`src/rtl/div_pkg.sv`:
```
// Shared types and helpers for the sequential divider controller.
// Latency: n/a (declarations only).
// Backpressure: n/a.
package div_pkg;

    typedef enum logic [1:0] {
        IDLE = 2'd0,
        CALC = 2'd1,
        DONE = 2'd2
    } div_state_t;

    localparam int DIV_WIDTH = 32;

    // Quotient reported for a zero divisor: all ones at the native width.
    function automatic logic [DIV_WIDTH-1:0] dbz_quotient();
        return {DIV_WIDTH{1'b1}};
    endfunction

endpackage

```
`src/rtl/div_iter_step.sv`:
```
// One restoring-division step: (WIDTH+1)-bit trial subtract of the divisor.
// Latency: combinational.
// Backpressure: none; pure function of its inputs.
module div_iter_step #(
    parameter int WIDTH = 32
) (
    input  logic [WIDTH-1:0] rem_in,
    input  logic             next_bit,
    input  logic [WIDTH-1:0] divisor,
    output logic [WIDTH-1:0] rem_out,
    output logic             q_bit
);

    logic [WIDTH:0]   trial;
    logic [WIDTH+1:0] diff_ext;
    logic [WIDTH:0]   picked;
    logic             borrow;
    logic             unused_msb;

    // The shifted-out remainder MSB lives in trial[WIDTH]; keeping it in the
    // subtract is what makes divisors above 2^(WIDTH-1) work.
    always_comb begin
        trial    = {rem_in, next_bit};
        diff_ext = {1'b0, trial} - {2'b00, divisor};
        borrow   = diff_ext[WIDTH+1];
        picked   = borrow ? trial : diff_ext[WIDTH:0];
    end

    // Remainder stays below the divisor, so the top bit of the pick is always 0.
    assign rem_out    = picked[WIDTH-1:0];
    assign unused_msb = picked[WIDTH];
    assign q_bit      = ~borrow;

endmodule

```
`src/rtl/div_seq_ctrl.sv`:
```
// Sequencer for unsigned radix-2 restoring division, one step per clock.
// Latency: result WIDTH+1 cycles after accept; divide-by-zero 1 cycle after.
// Backpressure: result held in DONE until out_ready_i; in_ready_o follows out_ready_i there.
module div_seq_ctrl
    import div_pkg::*;
#(
    parameter int WIDTH = DIV_WIDTH,
    parameter int CNT_W = $clog2(WIDTH) + 1
) (
    input  logic             clk_i,
    input  logic             rst_i,
    input  logic             in_valid_i,
    output logic             in_ready_o,
    input  logic [WIDTH-1:0] dividend_i,
    input  logic [WIDTH-1:0] divisor_i,
    input  logic             flush_i,
    output logic             busy_o,
    output logic             out_valid_o,
    input  logic             out_ready_i,
    output logic [WIDTH-1:0] quotient_o,
    output logic [WIDTH-1:0] remainder_o,
    output logic             dbz_o
);

    div_state_t       state, state_nxt;
    logic [CNT_W-1:0] cnt;
    logic [WIDTH-1:0] d_reg;
    logic [WIDTH-1:0] r_reg;
    logic [WIDTH-1:0] q_reg;
    logic             dbz_reg;

    logic             accept;
    logic             load_calc;
    logic             load_dbz;
    logic             step;
    logic [WIDTH-1:0] rem_nxt;
    logic             q_bit;

    // Ready in IDLE, or in DONE when the current result retires this cycle.
    // Reset and flush both block new work.
    assign in_ready_o = ~rst_i & ~flush_i &
                        ((state == IDLE) | ((state == DONE) & out_ready_i));
    assign accept     = in_valid_i & in_ready_o;

    assign busy_o      = (state == CALC);
    assign out_valid_o = (state == DONE);
    assign quotient_o  = q_reg;
    assign remainder_o = r_reg;
    assign dbz_o       = dbz_reg;

    div_iter_step #(
        .WIDTH (WIDTH)
    ) u_step (
        .rem_in   (r_reg),
        .next_bit (q_reg[WIDTH-1]),
        .divisor  (d_reg),
        .rem_out  (rem_nxt),
        .q_bit    (q_bit)
    );

    // State register.
    always_ff @(posedge clk_i) begin
        if (rst_i) begin
            state <= IDLE;
        end else begin
            state <= state_nxt;
        end
    end

    // Next state and datapath strobes; a new accept overrides the retire path
    // so DONE can hand straight over to the next operation.
    always_comb begin
        state_nxt = state;
        load_calc = 1'b0;
        load_dbz  = 1'b0;
        step      = 1'b0;
        unique case (state)
            IDLE: ;
            CALC: begin
                step = 1'b1;
                if (cnt == CNT_W'(1)) begin
                    state_nxt = DONE;
                end
            end
            DONE: begin
                if (out_ready_i) begin
                    state_nxt = IDLE;
                end
            end
            default: state_nxt = IDLE;
        endcase
        if (accept) begin
            if (divisor_i == '0) begin
                state_nxt = DONE;
                load_dbz  = 1'b1;
            end else begin
                state_nxt = CALC;
                load_calc = 1'b1;
            end
        end
        if (flush_i) begin
            state_nxt = IDLE;
            step      = 1'b0;
        end
    end

    // Operand capture and the shifting remainder/quotient pair. Flush leaves
    // these untouched; out_valid_o is the only qualifier.
    always_ff @(posedge clk_i) begin
        if (rst_i) begin
            cnt     <= '0;
            d_reg   <= '0;
            r_reg   <= '0;
            q_reg   <= '0;
            dbz_reg <= 1'b0;
        end else if (load_calc) begin
            cnt     <= CNT_W'(WIDTH);
            d_reg   <= divisor_i;
            r_reg   <= '0;
            q_reg   <= dividend_i;
            dbz_reg <= 1'b0;
        end else if (load_dbz) begin
            cnt     <= '0;
            d_reg   <= divisor_i;
            r_reg   <= dividend_i;
            // WIDTH defaults to DIV_WIDTH, where this is exactly all ones.
            q_reg   <= WIDTH'(dbz_quotient());
            dbz_reg <= 1'b1;
        end else if (step) begin
            cnt     <= cnt - CNT_W'(1);
            r_reg   <= rem_nxt;
            q_reg   <= {q_reg[WIDTH-2:0], q_bit};
        end
    end

endmodule
```
`config.mk`:
```
export PLATFORM = sky130hd
export DESIGN_NAME = div_seq_ctrl
export DESIGN_NICKNAME = d
export VERILOG_FILES = /design/src/rtl/div_pkg.sv /design/src/rtl/div_iter_step.sv /design/src/rtl/div_seq_ctrl.sv
export SDC_FILE = /design/constraint.sdc
export NUM_CORES = 1
export LEC_CHECK = 0
export CORE_MARGIN = 2
export CORE_UTILIZATION = 30
export CTS_CLUSTER_SIZE = 14
export DETAILED_ROUTE_END_ITERATION = 8
export GPL_TIMING_DRIVEN = 0
export PLACE_DENSITY = 0.62
export SLEW_MARGIN = 5
export SYNTH_ARGS = -nofsm -noshare
export SYNTH_HDL_FRONTEND = slang
export SYNTH_SLANG_ARGS = --single-unit
export TNS_END_PERCENT = 5
```
`constraint.sdc`:
```
create_clock -name clk_i -period 2.3 [get_ports clk_i]
set_input_delay 0.575 -clock clk_i [delete_from_list [all_inputs] [get_ports clk_i]]
set_output_delay 0.575 -clock clk_i [all_outputs]
set_load 0.05 [all_outputs]
```
==> out/results.ini, run 1 <==
[synthesis]
syn-cell-area_mm2 = 0.00639
ys_ff_latch = 105
avgSynthCellArea_um2 = 7.72
yosys_warnings = 0
ys_async_sr_fraction_pct = 0
syn_nets = 932
synth_ff_type = dfxtp_1
syn_inst = 828
seq_area_frac_synth_pct = 32.9
synth_edf_count = 0
synth_cell_types = 64

[power_and_ir_drop]
p_total_mw = 5.02
peakVddDrop_uv = 422
power_density_mw_per_mm2 = 520
p_leak_nw = 3.63

[timing]
fin_setup_tns_ps = -12600
finClkSkew_ps = 13.9
period_minus_slack_ps = 2660
fin_crit_sh_pct = 116
setup_slack_ps = -365
worst_slew_pin_slew_ps = 614
fmax_mhz = 375
rsz0062_at_grt = yes
hold_viol_final = 0
slew_headroom_pct = 59.1
setup_violations = 69
drv_slew = 0

[cells_and_area]
fin_util_pct = 46.1
layout_common_cells = nand2_1, clkdlybuf4s50_1, dfxtp_1, a21oi_1, nor2_1
drive_gt1_share_pct = 22.8
diodes = 0
final_common_cell = nand2_1
fill_cells = 2074
seq_area_mm2 = 0.00221
areaGrowthSynthToFinish_pct = 51.3
layoutNonFillerInstCount = 1294
nNetsFinal = 1118
multi_input_area_mm2 = 0.00453

[grt]
grt_pass1_wl_um = 35000
antenna_found_initial = 0
gr-total-overflow = 0
track_usage_pct = 20.0
grt_start_max_net_pins = 19
grt_pass1_vias = 6564

[worst_setup_path]
crit_fanout = 6
start_kind = flip-flop
cp-endpoint = remainder_o[4]$_SDFFE_PP0P_
path_class = flip-flop to flip-flop
required_ps = 2540
arrival_ps = 2910
rr_worst_depth = 11
rrSetupSlack_ps = -360
worstReg2RegEnd = remainder_o[4]$_SDFFE_PP0P_
reg2reg_from = remainder_o[11]$_SDFFE_PP0P_
end_kind = flip-flop
critPathLaunch = remainder_o[11]$_SDFFE_PP0P_

[detailed_routing]
firstDrtPassIters = 5
drc = 0
ant_nets = 0
drt_wl_total_um = 23600
vias = 7050
avgViaCountPerCell = 5.45
avgRoutedWirePerCell_um = 18.2
drt_iter0_markers = 483

[floorplanning]
die_width_um = 150
die_y_um = 150
core_area_mm2 = 0.0210
start_util_pct = 30.5
num_io_pins = 137
dieArea_mm2 = 0.0225
placementRows = 53

[place]
portBuffers = 136
dp.cells = 1239
place_hpwl_um = 17600
place_ws_ps = -1340
routabilityCongestion = 0.891

[clock_network]
cts_tree = built
htreeDepth = 3
numCtsBuffers = 9
root_buffer = clkbuf_16
clock_latency_ps = 370
hold_buffers = 0
cts.path.max_buffers = 2
path_clk_slew_ps = 70
cts.sinks = 105

[status]
status = finished, violations left
violations = setup timing

[job]
max_cap_viol_count = 0

[min_path]
hold_depth = 2
hold_path_class = flip-flop to flip-flop

## timing repair
item                       4_1_cts  5_1_grt
cloned                           3        1
hold endpoints to repair         0        0
resized for setup              107       79
pin swaps                       54       48
setup endpoints to repair       96       97
buffers inserted                18       25
## through the flow
stage                     area, um^2  hold WS [ps]
after detailed placement        8460           448
final                           9660           455
after CTS                       9210           458
after floorplan                 6760           436
after global placement          8460           444
after global routing            9660           464
## metal layers
metal	vias up	part of all wire (%)	track usage (%)
met5	-	0	0
met1	3403	44	26.7
met2	253	47	32.3
met3	44	6.2	3.96
li1	3350	-	-
met4	0	3.2	6.46
## cells by family after synthesis
kind of cell | Yosys count | share of synthesized area, %
simple gates | 292 | 20.1
fa+ha+maj | 35 | 6.97
buf+inv | 97 | 6.07
xor+xnor | 29 | 3.98
mux | 20 | 3.13
flops | 105 | 32.9
compound gates | 250 | 26.9
## synthesized netlist by cell type (11+ instances only)
cell type | n | area [um^2]
mux2i_1 | 20 | 200
nand2_1 | 170 | 638
a22oi_1 | 23 | 173
o22ai_1 | 25 | 156
dfxtp_1 | 105 | 2100
xnor2_1 | 18 | 158
inv_1 | 40 | 150
nor2_1 | 46 | 173
nand3_1 | 11 | 55.1
nor3_1 | 12 | 60.1
o21ai_0 | 20 | 100
a21o_1 | 18 | 135
clkbuf_1 | 44 | 165
ha_1 | 34 | 425
xor2_1 | 11 | 96.3
a311oi_1 | 33 | 289
a21oi_1 | 66 | 330
## worst max-delay path, stage by stage, from the launching register on
cell       delay, ps
dfxtp_4          370
ha_4             310
nand3_2           70
or2_4            270
a211o_1          290
a211oi_4         310
buf_4            180
o21ai_4           80
nand2_4          190
clkbuf_16        190
mux2i_1          190
o22ai_1           90
## report_power, final
part	internal, mW	total, mW	leakage, nW	switching, mW
Clock	0.745	1.52	0.134	0.777
Combinational	0.765	1.60	2.61	0.840
Sequential	1.85	1.89	0.880	0.0432
## worst min-delay path by stage
| stage | start | slack (ps) | to |
|---|---|---|---|
| global placement | d_reg[7]$_SDFFE_PP0P_ | 440 | d_reg[7]$_SDFFE_PP0P_ |
| floorplan | d_reg[10]$_SDFFE_PP0P_ | 440 | d_reg[10]$_SDFFE_PP0P_ |
| detailed placement | d_reg[30]$_SDFFE_PP0P_ | 450 | d_reg[30]$_SDFFE_PP0P_ |
| CTS | d_reg[30]$_SDFFE_PP0P_ | 460 | d_reg[30]$_SDFFE_PP0P_ |
| finish | d_reg[10]$_SDFFE_PP0P_ | 450 | d_reg[10]$_SDFFE_PP0P_ |
| global route | d_reg[10]$_SDFFE_PP0P_ | 460 | d_reg[10]$_SDFFE_PP0P_ |
## area by class of cell
class	instances	area share, %
repair buffers	183	18.1
inverters	40	1.58
multi-input cells	626	46.9
clock buffers	9	2.33
clock inverters	7	0.544
well taps	275	3.56
flip-flops and latches	105	22.9
plain buffers	49	4.13
Power figures use the tool's default switching activity.
==> inputs of run 2 (changes only) <==
--- a/config.mk
+++ b/config.mk
@@ -10,6 +10,7 @@
 export CTS_CLUSTER_SIZE = 14
 export DETAILED_ROUTE_END_ITERATION = 8
 export GPL_TIMING_DRIVEN = 0
+export HOLD_SLACK_MARGIN = 0.08
 export PLACE_DENSITY = 0.62
 export SLEW_MARGIN = 5
 export SYNTH_ARGS = -nofsm -noshare
==> results of run 2 <==
The final DEF is identical to that of run 1; final timing and power are the same.
==> inputs of run 3 (changes only) <==
--- a/config.mk
+++ b/config.mk
@@ -11,6 +11,7 @@
 export DETAILED_ROUTE_END_ITERATION = 8
 export GPL_TIMING_DRIVEN = 0
 export HOLD_SLACK_MARGIN = 0.08
+export MAX_ROUTING_LAYER = met4
 export PLACE_DENSITY = 0.62
 export SLEW_MARGIN = 5
 export SYNTH_ARGS = -nofsm -noshare
==> run 3 against run 2 <==
  * The flow still finishes with violations (setup timing)
  * Clock-buffer cell count unchanged
  * Largest power group unchanged
  * Largest cell class unchanged
  * Sequential cell count unchanged
  * Clock power is essentially flat
  * Utilization is 0.15 points higher
  * Global-route usage increased by 0.53 points
  * Worst hold slack lost 1.9 ps
  * Wire length down 0.38%
  * Die area stayed put
  * Combinational power about the same
  * Clock skew down 0.80 ps
==> out/results.ini, run 3 (synthesized netlist as in run 1, its figures left out) <==
[clock_network]
clock_latency_ps = 360  ; about the same
cts.path.max_buffers = 2  ; unchanged
numCtsBuffers = 9  ; unchanged
path_clk_slew_ps = 80  ; about the same
cts.sinks = 105  ; unchanged
cts_tree = built
htreeDepth = 3  ; unchanged
root_buffer = clkbuf_16

[power_and_ir_drop]
power_density_mw_per_mm2 = 517  ; -0.51%
peakVddDrop_uv = 424  ; +0.46%
p_leak_nw = 3.71  ; +2.3%
p_total_mw = 5.01  ; -0.19%

[worst_setup_path]
worstReg2RegEnd = remainder_o[23]$_SDFFE_PP0P_
crit_fanout = 7  ; +1
critPathLaunch = remainder_o[11]$_SDFFE_PP0P_
reg2reg_from = remainder_o[11]$_SDFFE_PP0P_
crit_buf_inv = 0  ; -2
rrSetupSlack_ps = -340  ; +20 ps
slowest_stage = or4_1
end_kind = flip-flop
crit_cells = 9  ; -2
start_kind = flip-flop
cpMostUsedCell = or2_4
path_cells = ha_4 -> nand3_2 -> or2_4 -> a211o_1 -> a211oi_4 -> or2_4 -> a21oi_4 -> or4_1 -> nand3_1
arrival_ps = 2940  ; +30 ps
required_ps = 2600  ; +60 ps
max_stage_delay_ps = 550  ; +180 ps
path_class = flip-flop to flip-flop
crit_family = simple AND/OR/NAND/NOR gates
rr_worst_depth = 9  ; -2
cp-endpoint = remainder_o[23]$_SDFFE_PP0P_

[status]
status = finished, violations left
violations = setup timing

[cells_and_area]
layoutNonFillerInstCount = 1292  ; -0.15%
nNetsFinal = 1116  ; -0.18%
diodes = 0  ; unchanged
areaGrowthSynthToFinish_pct = 51.7
drive_gt1_share_pct = 23.2  ; +0.44 points
fin_area_mm2 = 0.00969  ; +0.32%
fill_cells = 2065  ; -0.43%
fin_util_pct = 46.3  ; +0.15 points
layout_common_cells = nand2_1, clkdlybuf4s50_1, dfxtp_1, a21oi_1, nor2_1
final_common_cell = nand2_1

[timing]
worst_slew_pin_slew_ps = 556  ; -58.6 ps
drv_slew = 0  ; unchanged
slew_headroom_pct = 62.8  ; +3.8 points
fmax_mhz = 378  ; +0.82%
fin_setup_tns_ps = -9520  ; +3080 ps
setup_slack_ps = -343  ; +21.7 ps
setup_violations = 34  ; -51%
period_minus_slack_ps = 2640  ; -21.7 ps
hold-worst-slack_ps = 453  ; -1.89 ps
hold_viol_final = 0  ; unchanged
finClkSkew_ps = 13.1  ; -0.796 ps
rsz0062_at_grt = yes
fin_crit_sh_pct = 115  ; -0.94 points

[detailed_routing]
vias = 7027  ; -0.33%
ant_nets = 0  ; unchanged
drc = 0  ; unchanged
drt_iter0_markers = 460  ; -4.8%
avgRoutedWirePerCell_um = 18.2  ; -0.23%
avgViaCountPerCell = 5.44  ; -0.17%
firstDrtPassIters = 5  ; unchanged
drt_wl_total_um = 23500  ; -0.38%

[floorplanning]
core_area_mm2 = 0.0210  ; unchanged
dieArea_mm2 = 0.0225  ; unchanged
die_width_um = 150  ; unchanged
placementRows = 53  ; unchanged
start_util_pct = 30.5  ; unchanged
num_io_pins = 137  ; unchanged
die_y_um = 150  ; unchanged

[grt]
use_met3_pct = 3.75  ; -0.21 points
grt_pass1_wl_um = 35000  ; about the same
grt_busiest_layer = met2
gr-total-overflow = 0  ; unchanged
grt_start_max_net_pins = 19  ; unchanged
grt_pass1_vias = 6585  ; +0.32%
antenna_found_initial = 0  ; unchanged
grtUsageMet1_pct = 26.7  ; about the same
track_usage_pct = 20.5  ; +0.53 points
gr-usage-met2_pct = 32.3  ; about the same

[place]
place_ws_ps = -1340  ; unchanged
portBuffers = 136  ; unchanged
dp.cells = 1239  ; unchanged
place_area_mm2 = 0.00846  ; unchanged
place_hpwl_um = 17600  ; unchanged
routabilityCongestion = 0.906  ; +1.7%

[job]
max_cap_viol_count = 0  ; unchanged

[min_path]
hold_path_class = flip-flop to flip-flop

## run 3: cell types whose count changed in the layout (fill, tap and decap cells not counted), moves of 3 or more
cell,change
clkdlybuf4s50_1,-9
dlymetal6s2s_1,+8
clkbuf_2,+7
clkbuf_1,-6
buf_8,+5
buf_4,-4
clkbuf_4,+3
clkbuf_8,-3
## run 3: how the worst min path moves through the flow
stage / startpoint / end / slack, ps / depth (start not counted)
6_report: d_reg[10]$_SDFFE_PP0P_ / d_reg[10]$_SDFFE_PP0P_ / 450 / 2
2_1_floorplan: d_reg[10]$_SDFFE_PP0P_ / d_reg[10]$_SDFFE_PP0P_ / 440 / 2
4_1_cts: d_reg[30]$_SDFFE_PP0P_ / d_reg[30]$_SDFFE_PP0P_ / 460 / 2
3_3_place_gp: d_reg[7]$_SDFFE_PP0P_ / d_reg[7]$_SDFFE_PP0P_ / 440 / 2
5_1_grt: d_reg[10]$_SDFFE_PP0P_ / d_reg[10]$_SDFFE_PP0P_ / 460 / 2
3_5_place_dp: d_reg[30]$_SDFFE_PP0P_ / d_reg[30]$_SDFFE_PP0P_ / 450 / 2
## run 3: worst min-delay path, cell delays in order (launching register included)
cell and delay [ps]:
dfxtp_2 320, nand2_1 50, a21oi_1 50
## run 3: cell type report
type | instances | area (um^2) | area share [%]
buffer | 52 | 453 | 4.67
multi-input combinational | 627 | 4540 | 46.9
timing repair buffer | 177 | 1720 | 17.7
inverter | 40 | 153 | 1.57
clock inverter | 7 | 52.6 | 0.542
clock buffer | 9 | 225 | 2.32
tap | 275 | 344 | 3.55
sequential | 105 | 2210 | 22.8
## run 3: layer usage
metal / share of wire (%) / vias up
li1: - / 3352
met1: 43 / 3361
met2: 47 / 276
met3: 7.0 / 38
met4: 2.7 / 0
met5: 0 / -
## run 3: repair_timing
item                       in CTS  in global routing
pin swaps                      54                 61
hold buffers                    0                  0
setup endpoints to repair      96                 97
resized for setup             107                111
gates cloned                    3                  2
setup buffers                  18                 19
## run 3: where the power goes
part / switching, mW / leakage [nW] / total [mW] / internal (mW)
logic: 0.842 / 2.69 / 1.60 / 0.762
registers: 0.0432 / 0.879 / 1.89 / 1.85
clock network: 0.769 / 0.134 / 1.51 / 0.745
total: 1.65 / 3.71 / 5.01 / 3.36
